--- config.mk ---
export PLATFORM = sky130hd
export DESIGN_NAME = round_ctl
export DESIGN_NICKNAME = d
export VERILOG_FILES = /design/src/rtl/round_ctl_pkg.sv /design/src/rtl/round_ctl_turn_timer.sv /design/src/rtl/round_ctl.sv
export SDC_FILE = /design/constraint.sdc
export NUM_CORES = 1
export LEC_CHECK = 0
export ABC_AREA = 1
export ABC_CLOCK_PERIOD_IN_PS = 1510
export CAP_MARGIN = 10
export CORE_MARGIN = 10
export CORE_UTILIZATION = 25
export CTS_CLUSTER_DIAMETER = 60
export DETAILED_ROUTE_END_ITERATION = 12
export DONT_BUFFER_PORTS = 1
export GPL_ROUTABILITY_DRIVEN = 0
export SLEW_MARGIN = 20
export SYNTH_ARGS = -nofsm -noshare
export SYNTH_HDL_FRONTEND = slang
export SYNTH_SLANG_ARGS = --single-unit
--- constraint.sdc ---
create_clock -name CLOCK -period 1.51 [get_ports CLOCK]
set_input_delay 0.0755 -clock CLOCK [delete_from_list [all_inputs] [get_ports CLOCK]]
set_output_delay 0.0755 -clock CLOCK [all_outputs]
set_load 0.05 [all_outputs]
--- src/rtl/round_ctl_pkg.sv ---
// round_ctl_pkg: definitions shared by round_ctl and turn_timer.
//   - state_t   : sequencer states, 3-bit encoding
//   - ST_*      : sum_status codes from the checker
//   - TURN_*    : one-hot codes used for both turn and winner
//   - turn_of() : the player who is active in a given state
package round_ctl_pkg;

  typedef enum logic [2:0] {
    S_IDLE      = 3'd0,
    S_WAIT_P1   = 3'd1,
    S_WAIT_P2   = 3'd2,
    S_SETTLE    = 3'd3,
    S_EVAL      = 3'd4,
    S_GAME_OVER = 3'd5
  } state_t;

  localparam logic [1:0] ST_UNDER = 2'b00;
  localparam logic [1:0] ST_HIT   = 2'b01;
  localparam logic [1:0] ST_OVER  = 2'b10;

  localparam logic [1:0] TURN_NONE = 2'b00;
  localparam logic [1:0] TURN_P1   = 2'b01;
  localparam logic [1:0] TURN_P2   = 2'b10;

  function automatic logic [1:0] turn_of(input state_t s);
    logic [1:0] t;
    t = TURN_NONE;
    if (s == S_WAIT_P1) t = TURN_P1;
    if (s == S_WAIT_P2) t = TURN_P2;
    return t;
  endfunction

endpackage

--- src/rtl/round_ctl_turn_timer.sv ---
// turn_timer: idle timer for the active player's turn.
//   CLOCK    in  system clock
//   RESET    in  synchronous, active-high reset
//   i_clear  in  force the count to zero (wins over i_enable)
//   i_enable in  count this cycle (low while play is paused)
//   o_expire out high on the enabled cycle whose count is TIMEOUT_CYC-1
module turn_timer #(
  parameter int unsigned TIMEOUT_CYC = 50_000_000,
  parameter int unsigned TW          = 26
) (
  input  logic CLOCK,
  input  logic RESET,
  input  logic i_clear,
  input  logic i_enable,
  output logic o_expire
);

  localparam logic [TW-1:0] TC = TW'(TIMEOUT_CYC - 1);

  logic [TW-1:0] r_count;

  always_ff @(posedge CLOCK) begin
    if (RESET) begin
      r_count <= '0;
    end else if (i_clear) begin
      r_count <= '0;
    end else if (i_enable) begin
      r_count <= r_count + 1'b1;
    end
  end

  // Only an enabled cycle can expire, so a paused turn never times out.
  assign o_expire = i_enable && (r_count == TC);

endmodule

--- src/rtl/round_ctl.sv ---
// round_ctl: turn sequencer for the two-player sum game.
// Gates player presses into load pulses, samples the checker result,
// keeps scores and the round count, and declares a winner.
//   CLOCK       in  system clock
//   RESET       in  synchronous, active-high reset
//   unlocked    in  play granted by the access controller (level)
//   p1_bpress   in  shaped press, player 1 (one cycle)
//   p2_bpress   in  shaped press, player 2 (one cycle)
//   sum_status  in  checker result (00 under, 01 hit, 10 over, 11 as under)
//   p1_load     out load enable to the p1 load register (one cycle)
//   p2_load     out load enable to the p2 load register (one cycle)
//   turn        out active player, one-hot (00 none)
//   p1_score    out player 1 points
//   p2_score    out player 2 points
//   round_num   out completed rounds, saturating at 15
//   winner      out 00 none, 01 P1, 10 P2
//   game_over   out high while in GAME_OVER
//   timeout_evt out pulse when a turn times out
//
// state     | meaning
// ----------+-----------------------------------------------------
// IDLE      | waiting for the first grant after reset
// WAIT_P1   | player 1 to press; idle timer running
// WAIT_P2   | player 2 to press; idle timer running
// SETTLE    | load register captures, adder/checker settle
// EVAL      | sum_status sampled, round scored, win check
// GAME_OVER | results held until a granted player 1 press
module round_ctl
  import round_ctl_pkg::*;
#(
  parameter int unsigned TIMEOUT_CYC = 50_000_000,
  parameter int unsigned WIN_SCORE   = 3,
  parameter int unsigned TW          = 26
) (
  input  logic       CLOCK,
  input  logic       RESET,
  input  logic       unlocked,
  input  logic       p1_bpress,
  input  logic       p2_bpress,
  input  logic [1:0] sum_status,
  output logic       p1_load,
  output logic       p2_load,
  output logic [1:0] turn,
  output logic [3:0] p1_score,
  output logic [3:0] p2_score,
  output logic [3:0] round_num,
  output logic [1:0] winner,
  output logic       game_over,
  output logic       timeout_evt
);

  localparam logic [3:0] WIN4 = 4'(WIN_SCORE);

  state_t     r_state, w_state_nxt;
  logic       r_p1_load, r_p2_load, r_tmo;
  logic [1:0] r_turn, r_winner;
  logic [3:0] r_p1_score, r_p2_score, r_round;
  logic       r_game_over;

  logic       w_p1_load_nxt, w_p2_load_nxt, w_tmo_nxt;
  logic [1:0] w_turn_nxt, w_winner_nxt;
  logic [3:0] w_p1_score_nxt, w_p2_score_nxt, w_round_nxt, w_round_inc;
  logic       w_tmr_clear, w_tmr_en, w_expire;

  turn_timer #(
    .TIMEOUT_CYC(TIMEOUT_CYC),
    .TW         (TW)
  ) u_timer (
    .CLOCK   (CLOCK),
    .RESET   (RESET),
    .i_clear (w_tmr_clear),
    .i_enable(w_tmr_en),
    .o_expire(w_expire)
  );

  assign w_round_inc = (r_round == 4'd15) ? 4'd15 : r_round + 4'd1;

  always_ff @(posedge CLOCK) begin
    if (RESET) r_state <= S_IDLE;
    else       r_state <= w_state_nxt;
  end

  always_comb begin
    w_state_nxt    = r_state;
    w_p1_load_nxt  = 1'b0;
    w_p2_load_nxt  = 1'b0;
    w_tmo_nxt      = 1'b0;
    w_p1_score_nxt = r_p1_score;
    w_p2_score_nxt = r_p2_score;
    w_round_nxt    = r_round;
    w_winner_nxt   = r_winner;
    w_tmr_clear    = 1'b1;
    w_tmr_en       = 1'b0;

    unique case (r_state)
      S_IDLE: begin
        if (unlocked) w_state_nxt = S_WAIT_P1;
      end

      S_WAIT_P1: begin
        w_tmr_clear = 1'b0;
        w_tmr_en    = unlocked;
        // A press on the expiring cycle wins over the timeout.
        if (unlocked && p1_bpress) begin
          w_p1_load_nxt = 1'b1;
          w_tmr_clear   = 1'b1;
          w_state_nxt   = S_WAIT_P2;
        end else if (w_expire) begin
          w_tmo_nxt      = 1'b1;
          w_tmr_clear    = 1'b1;
          w_p2_score_nxt = r_p2_score + 4'd1;
          w_round_nxt    = w_round_inc;
          if (w_p2_score_nxt == WIN4) begin
            w_winner_nxt = TURN_P2;
            w_state_nxt  = S_GAME_OVER;
          end else begin
            w_state_nxt  = S_WAIT_P1;
          end
        end
      end

      S_WAIT_P2: begin
        w_tmr_clear = 1'b0;
        w_tmr_en    = unlocked;
        if (unlocked && p2_bpress) begin
          w_p2_load_nxt = 1'b1;
          w_tmr_clear   = 1'b1;
          w_state_nxt   = S_SETTLE;
        end else if (w_expire) begin
          w_tmo_nxt      = 1'b1;
          w_tmr_clear    = 1'b1;
          w_p1_score_nxt = r_p1_score + 4'd1;
          w_round_nxt    = w_round_inc;
          if (w_p1_score_nxt == WIN4) begin
            w_winner_nxt = TURN_P1;
            w_state_nxt  = S_GAME_OVER;
          end else begin
            w_state_nxt  = S_WAIT_P1;
          end
        end
      end

      S_SETTLE: begin
        if (unlocked) w_state_nxt = S_EVAL;
      end

      // Completes even if the grant drops; the result is already latched.
      S_EVAL: begin
        w_round_nxt = w_round_inc;
        if (sum_status == ST_HIT) begin
          w_p2_score_nxt = r_p2_score + 4'd1;
          if (w_p2_score_nxt == WIN4) begin
            w_winner_nxt = TURN_P2;
            w_state_nxt  = S_GAME_OVER;
          end else begin
            w_state_nxt  = S_WAIT_P1;
          end
        end else begin
          w_p1_score_nxt = r_p1_score + 4'd1;
          if (w_p1_score_nxt == WIN4) begin
            w_winner_nxt = TURN_P1;
            w_state_nxt  = S_GAME_OVER;
          end else begin
            w_state_nxt  = S_WAIT_P1;
          end
        end
      end

      S_GAME_OVER: begin
        if (unlocked && p1_bpress) begin
          w_p1_score_nxt = 4'd0;
          w_p2_score_nxt = 4'd0;
          w_round_nxt    = 4'd0;
          w_winner_nxt   = TURN_NONE;
          w_state_nxt    = S_WAIT_P1;
        end
      end

      default: w_state_nxt = S_IDLE;
    endcase

    // Turn is blanked whenever the grant was absent at this edge.
    w_turn_nxt = unlocked ? turn_of(w_state_nxt) : TURN_NONE;
  end

  always_ff @(posedge CLOCK) begin
    if (RESET) begin
      r_p1_load   <= 1'b0;
      r_p2_load   <= 1'b0;
      r_tmo       <= 1'b0;
      r_turn      <= TURN_NONE;
      r_p1_score  <= 4'd0;
      r_p2_score  <= 4'd0;
      r_round     <= 4'd0;
      r_winner    <= TURN_NONE;
      r_game_over <= 1'b0;
    end else begin
      r_p1_load   <= w_p1_load_nxt;
      r_p2_load   <= w_p2_load_nxt;
      r_tmo       <= w_tmo_nxt;
      r_turn      <= w_turn_nxt;
      r_p1_score  <= w_p1_score_nxt;
      r_p2_score  <= w_p2_score_nxt;
      r_round     <= w_round_nxt;
      r_winner    <= w_winner_nxt;
      r_game_over <= (w_state_nxt == S_GAME_OVER);
    end
  end

  assign p1_load     = r_p1_load;
  assign p2_load     = r_p2_load;
  assign timeout_evt = r_tmo;
  assign turn        = r_turn;
  assign p1_score    = r_p1_score;
  assign p2_score    = r_p2_score;
  assign round_num   = r_round;
  assign winner      = r_winner;
  assign game_over   = r_game_over;

endmodule

=== Word level (Yosys, flattened, before mapping) ===
Cells that the tools add are included.

* Flip-flop bits (word level): 49
* Bits of input ports: 7
* Output and inout bits: 20

* $add $sub $neg: 4
* Equal/unequal tests: 20
* Muxes and demuxes: 46
* Bitwise operators: 3
* Reductions and logical operators: 17

{| class="wikitable"
|+ Operator list
! cell !! number
|-
| 2-to-1 mux 4 bit || 11
|-
| 2-to-1 mux 3 bit || 10
|-
| adder 26 x 1 -> 26 bit (second input constant) || 1
|-
| equality test 26 bit (second input constant) || 1
|-
| case mux 4 bit (3 select lines) || 2
|-
| 2-to-1 mux 2 bit || 9
|-
| case mux 3 bit (6 select lines) || 1
|-
| case mux 4 bit (4 select lines) || 1
|-
| adder 4 x 1 -> 4 bit (second input constant) || 3
|-
| inequality test 2 bit (second input constant) || 5
|-
| AND reduction 5 bit || 2
|-
| OR reduction 2 bit || 5
|-
| equality test 3 x 2 -> 1 bit (second input constant) || 3
|-
| equality test 3 bit (second input constant) || 3
|-
| 2-to-1 mux 1 bit || 9
|-
| equality test 4 x 2 -> 1 bit (second input constant) || 2
|-
| case mux 2 bit (4 select lines) || 1
|-
| equality test 3 x 1 -> 1 bit (second input constant) || 2
|-
| AND reduction 6 bit || 1
|-
| nonzero test 3 bit || 2
|-
| equality test 4 bit (second input constant) || 1
|-
| inequality test 2 x 1 -> 1 bit (second input constant) || 2
|-
| case mux 1 bit (2 select lines) || 2
|-
| AND reduction 4 bit || 1
|-
| 6 further kinds || 10
|}

=== Depth between registers and ports, before layout ===
* Word-level depth: 10
* Depth in mapped cells: 13
* Gate-level depth less buffers: 13

=== By module ===
From an unflattened synthesis, not the netlist that was laid out.

* Cells, all modules: 442
* Area, all modules: 2,884.0 µm²

{| class="wikitable"
|+ By module, submodules not included
! module !! instances !! cells each !! area an instance (µm²) !! seq. area each (µm²)
|-
| turn_timer || 1 || 236 || 1,497.7 || 520.5
|-
| round_ctl || 1 || 206 || 1,386.3 || 460.4
|}

=== Worst setup path before layout ===
No wires, ideal clock.

* Kind: register -> register
* Start: register r_p1_score[1], in the netlist p1_score[1]
* End: register r_game_over, in the netlist game_over
* Arrival time: 1.662 ns
* Slack: -0.216 ns
* Cell stages (with the launch flop): 14
* Path buffers: 0
* Period minus slack after synthesis: 1.726 ns
* Cells stage by stage: dfxtp_1 > ha_1 > inv_1 > nand2_1 > nand2_1 > nor2_1 > nand2_1 > nand2_1 > nand3_1 > nand2_1 > inv_1 > nand3_1 > nand2_1 > nor2_1

* Longest elaborated chain between the ends: 7

{| class="wikitable"
|+ Ends and longest elaborated chain
! element !! RTL line !! RTL
|-
| start, declared || round_ctl.sv:57 || <nowiki>logic [3:0] r_p1_score, r_p2_score, r_round;</nowiki>
|-
| start signal, assigned || round_ctl.sv:202 || <nowiki>r_p1_score <= w_p1_score_nxt;</nowiki>
|-
| adder 4 x 1 -> 4 bit (*) || round_ctl.sv:132, round_ctl.sv:159 ||
|-
| equality test 4 x 2 -> 1 bit (*) || round_ctl.sv:134, round_ctl.sv:160 ||
|-
| 2-to-1 mux 3 bit (*) || round_ctl.sv:134, round_ctl.sv:160 ||
|-
| 2-to-1 mux 3 bit || round_ctl.sv:129 || <nowiki>end else if (w_expire) begin</nowiki>
|-
| 2-to-1 mux 3 bit || round_ctl.sv:125 || <nowiki>if (unlocked && p2_bpress) begin</nowiki>
|-
| case mux 3 bit (6 select lines) (*) || round_ctl.sv:95 || <nowiki>unique case (r_state)</nowiki>
|-
| equality test 3 bit (*) || round_ctl.sv:206 || <nowiki>r_game_over <= (w_state_nxt == S_GAME_OVER);</nowiki>
|-
| end signal, assigned || round_ctl.sv:206 ||
|-
| end, declared || round_ctl.sv:58 || <nowiki>logic r_game_over;</nowiki>
|}

Mark *: on every way between the ends. The rest lies on a longest branch, timed or not.
A chain may end at the register's enable or synchronous reset.

=== Final worst setup path ===
* Start: register r_state[0]
* End: register u_timer.r_count[8]

* Longest elaborated chain between the ends: 8

{| class="wikitable"
|+ Ends and longest elaborated chain
! element !! RTL line !! RTL
|-
| start, declared || round_ctl.sv:54 || <nowiki>state_t r_state, w_state_nxt;</nowiki>
|-
| start signal, assigned || round_ctl.sv:80 || <nowiki>else r_state <= w_state_nxt;</nowiki>
|-
| equality test 3 x 2 -> 1 bit / equality test 3 x 1 -> 1 bit (equally long branches) || round_ctl.sv:95 ||
|-
| OR reduction 2 bit (no line) || - ||
|-
| 2-to-1 mux 1 bit || round_ctl.sv:95 ||
|-
| logical AND 1 bit || round_ctl_turn_timer.sv:33 || <nowiki>assign o_expire = i_enable && (r_count == TC);</nowiki>
|-
| 2-to-1 mux 1 bit || round_ctl.sv:108, round_ctl.sv:129 ||
|-
| 2-to-1 mux 1 bit (on tied branches) || round_ctl.sv:125, round_ctl.sv:104 ||
|-
| case mux 1 bit (2 select lines) || round_ctl.sv:95 ||
|-
| OR reduction 2 bit (no line) || - ||
|-
| end signal, assigned || round_ctl_turn_timer.sv:28 || <nowiki>r_count <= r_count + 1'b1;</nowiki>
|-
| end, declared || round_ctl_turn_timer.sv:20 || <nowiki>logic [TW-1:0] r_count;</nowiki>
|}

Parallel ways exist; a longest one is shown, timed or not.

==> results.cfg <==
[clock_network]
cts_root_buf = clkbuf_16
tritoncts = yes
clkTransAtPathRegs_ns = 0.07
clkLatencyLatePin_ns = 0.31
h-tree-depth = 2
cts_sinks = 49
clock_path_buffers = 2
cts_made_buffers = 5

[critical_path]
reg2reg_slack_ns = -0.03
worstSetupEndpointType = flop
crit_type = reg2reg
cp.arrival_ns = 1.77
required_ns = 1.74
cp_max_fo = 15
start_kind = flop

[synthesis]
yosys.area.top_type_share_pct = 33.52
synth_common_cells = nand2_1, nor2_1, inv_1
yosysUniqueCellTypes = 31
postSynth.asyncResetShare_pct = 0
synth_nets = 477
synth_cells = 464
yosys_register_bits = 49
seq_area_frac_synth_pct = 33.52
synth_edf_count = 0
synth_largest_area_cell = dfxtp_1
synth-main-ff-cell = dfxtp_1
yosysWarningCount = 0
synth_area_leaders = dfxtp_1, nand2_1, nor2_1
yosysMostFrequentCell = nand2_1
avgSynthCellArea_sq_um = 6.307
netlist_area_sq_um = 2927

[pwr]
ir_worst_vdd_v = 0.0005048
combPwrFrac_pct = 12.1
p_int_w = 0.002060
p_sw_w = 0.0007743
p_sw_share_pct = 27.32
clkPwrFrac_pct = 40.7
total_power_w = 0.002834
power.density_nw_per_um2 = 635.2
seq_power_share_pct = 47.2
leakagePower_nw = 1.952

[grt]
antenna_found_initial = 0
overflow = 0
grt_pass1_vias = 3182
grt_pass1_wl_mm = 14.61
grt_usage_pct = 10.67
grt_max_degree = 16

[run]
drv_cap = 0

[sta]
slew_headroom_pct = 66.65
whs_ns = 0.08284
setup_violations = 15
worst_pin_slew_ns = 0.4995
clock_skew_ns = 0.007778
setup_ws_ns = -0.03057
finalCritPeriodShare_pct = 102.0
rsz0062_at_grt = yes
finalMaxSlewViolations = 0
hold_viol_final = 0
finalSetupTns_ns = -0.1765
max_freq_mhz = 649.1
period_minus_slack_ns = 1.541

[final_layout]
nets = 595
fin_util_pct = 39.08
drive_gt1_share_pct = 38.77
stdcell_area_sq_um = 4462
area_growth_pct = 52.46
antenna_cells = 0

[routing]
wirelength_mm = 8.944
wire_per_inst_um = 12.32
vias = 3289
avgViaCountPerCell = 4.530
drt_iter0_drc = 223
drtAntennaViolNets = 0
drc = 0
dr.pass1.iters = 5

[floorplanning]
std_cell_rows = 39
core_area_sq_um = 11420
fp.dieArea_sq_um = 16430
initial_core_util_pct = 25.63
die_y_um = 128.2
ioPinCount = 27
die_w_um = 128.2

[placed_design]
port_buffers = 0
dpl_cell_area_sq_um = 3892
dpl.hpwl_mm = 6.572

[outcome]
violations = setup timing
outcome = finished with violations

[hold_path]
hold_class = in2reg
[layout by cell type, fill, tap and decap left out, drive strengths merged]
cell / n
dfxtp: 49
nor2: 81
nand4: 10
and2: 1
dlygate4sd3: 2
nand2: 125
clkinv: 1
and3: 1
nor4: 2
inv: 67
a21oi: 29
a31oi: 2
clkbuf: 6
o21ai: 23
xnor2: 6
or2: 3
ha: 6
nand3: 27
nor3: 19
nand3b: 2
buf: 114
xor2: 6
o21a: 1
[worst max-delay path: stages, from the launching register on]
cell     delay (ns)
dfxtp_2        0.35
inv_2          0.08
nand3_4        0.08
buf_4          0.17
o21ai_1        0.13
nand2_1        0.12
nor2_4         0.21
inv_4          0.13
nor3_2         0.19
[cells by family after synthesis]
family	share of synthesized area (%)
simple gates	41.26
buf+inv	9.363
compound gates	9.705
flops	33.52
xor+xnor	3.591
fa+ha+maj	2.565
[sequential cells by signal (all words and copies together), names as in the netlist, 2 cells and up]
name / count
u_timer.r_count: 26
p1_score: 4
winner: 2
round_num: 4
p2_score: 4
r_state: 3
turn: 2
[per-layer routing]
metal	part of all wire, %	up-vias	global-route usage [%]
li1	-	1709	-
met3	5.1	13	2.812
met1	45	1513	13.10
met2	48	54	17.29
met5	0	-	0
met4	1.9	0	4.238
[power by group through the flow]
stage	logic, W	clock network [W]	registers [W]
final	0.000344	0.00115	0.00134
after global routing	0.000380	0.00123	0.00134
after CTS	0.000327	0.00117	0.00134
after detailed placement	0.000290	0	0.00136
after global placement	0.000289	0	0.00136
after floorplan	0.000161	0	0.00139
[repair_timing]
item                                    CTS  global route
gates cloned                              1             0
hold buffers                              1             1
endpoints found under the setup margin   45            47
pin swaps                                14            21
endpoints found under the hold margin    13            11
setup buffers                             6             2
gates resized for setup                  41            61
[area by class of cell]
cell class                      count  area, sq um
Clock buffer                        6        128.9
Clock inverter                      2        13.76
Fill cell                        1207         6957
Inverter                           66        255.2
Multi-Input combinational cell    344         1987
Sequential cell                    49         1003
Tap cell                          143        178.9
Timing Repair Buffer              116        894.6
[path summary, 6_finish.rpt]
path | startpoint | cells after the start | to
worst min register to register | u_timer.r_count[19] | 2 | u_timer.r_count[19]
worst min-delay path | RESET | 3 | r_state[2]
worst max-delay path | r_state[0] | 8 | u_timer.r_count[8]
worst max register to register | r_state[0] | 8 | u_timer.r_count[8]
[metrics by stage]
| stage | setup WS (ns) | instances |
|---|---|---|
| floorplan | 0.001430 | 464 |
| global placement | -0.1157 | 707 |
| detailed placement | -0.1510 | 707 |
| CTS | -0.03223 | 723 |
| global route | -0.1774 | 726 |
| finish | -0.03057 | 726 |
Note: power is estimated with default switching activity, not from simulation.
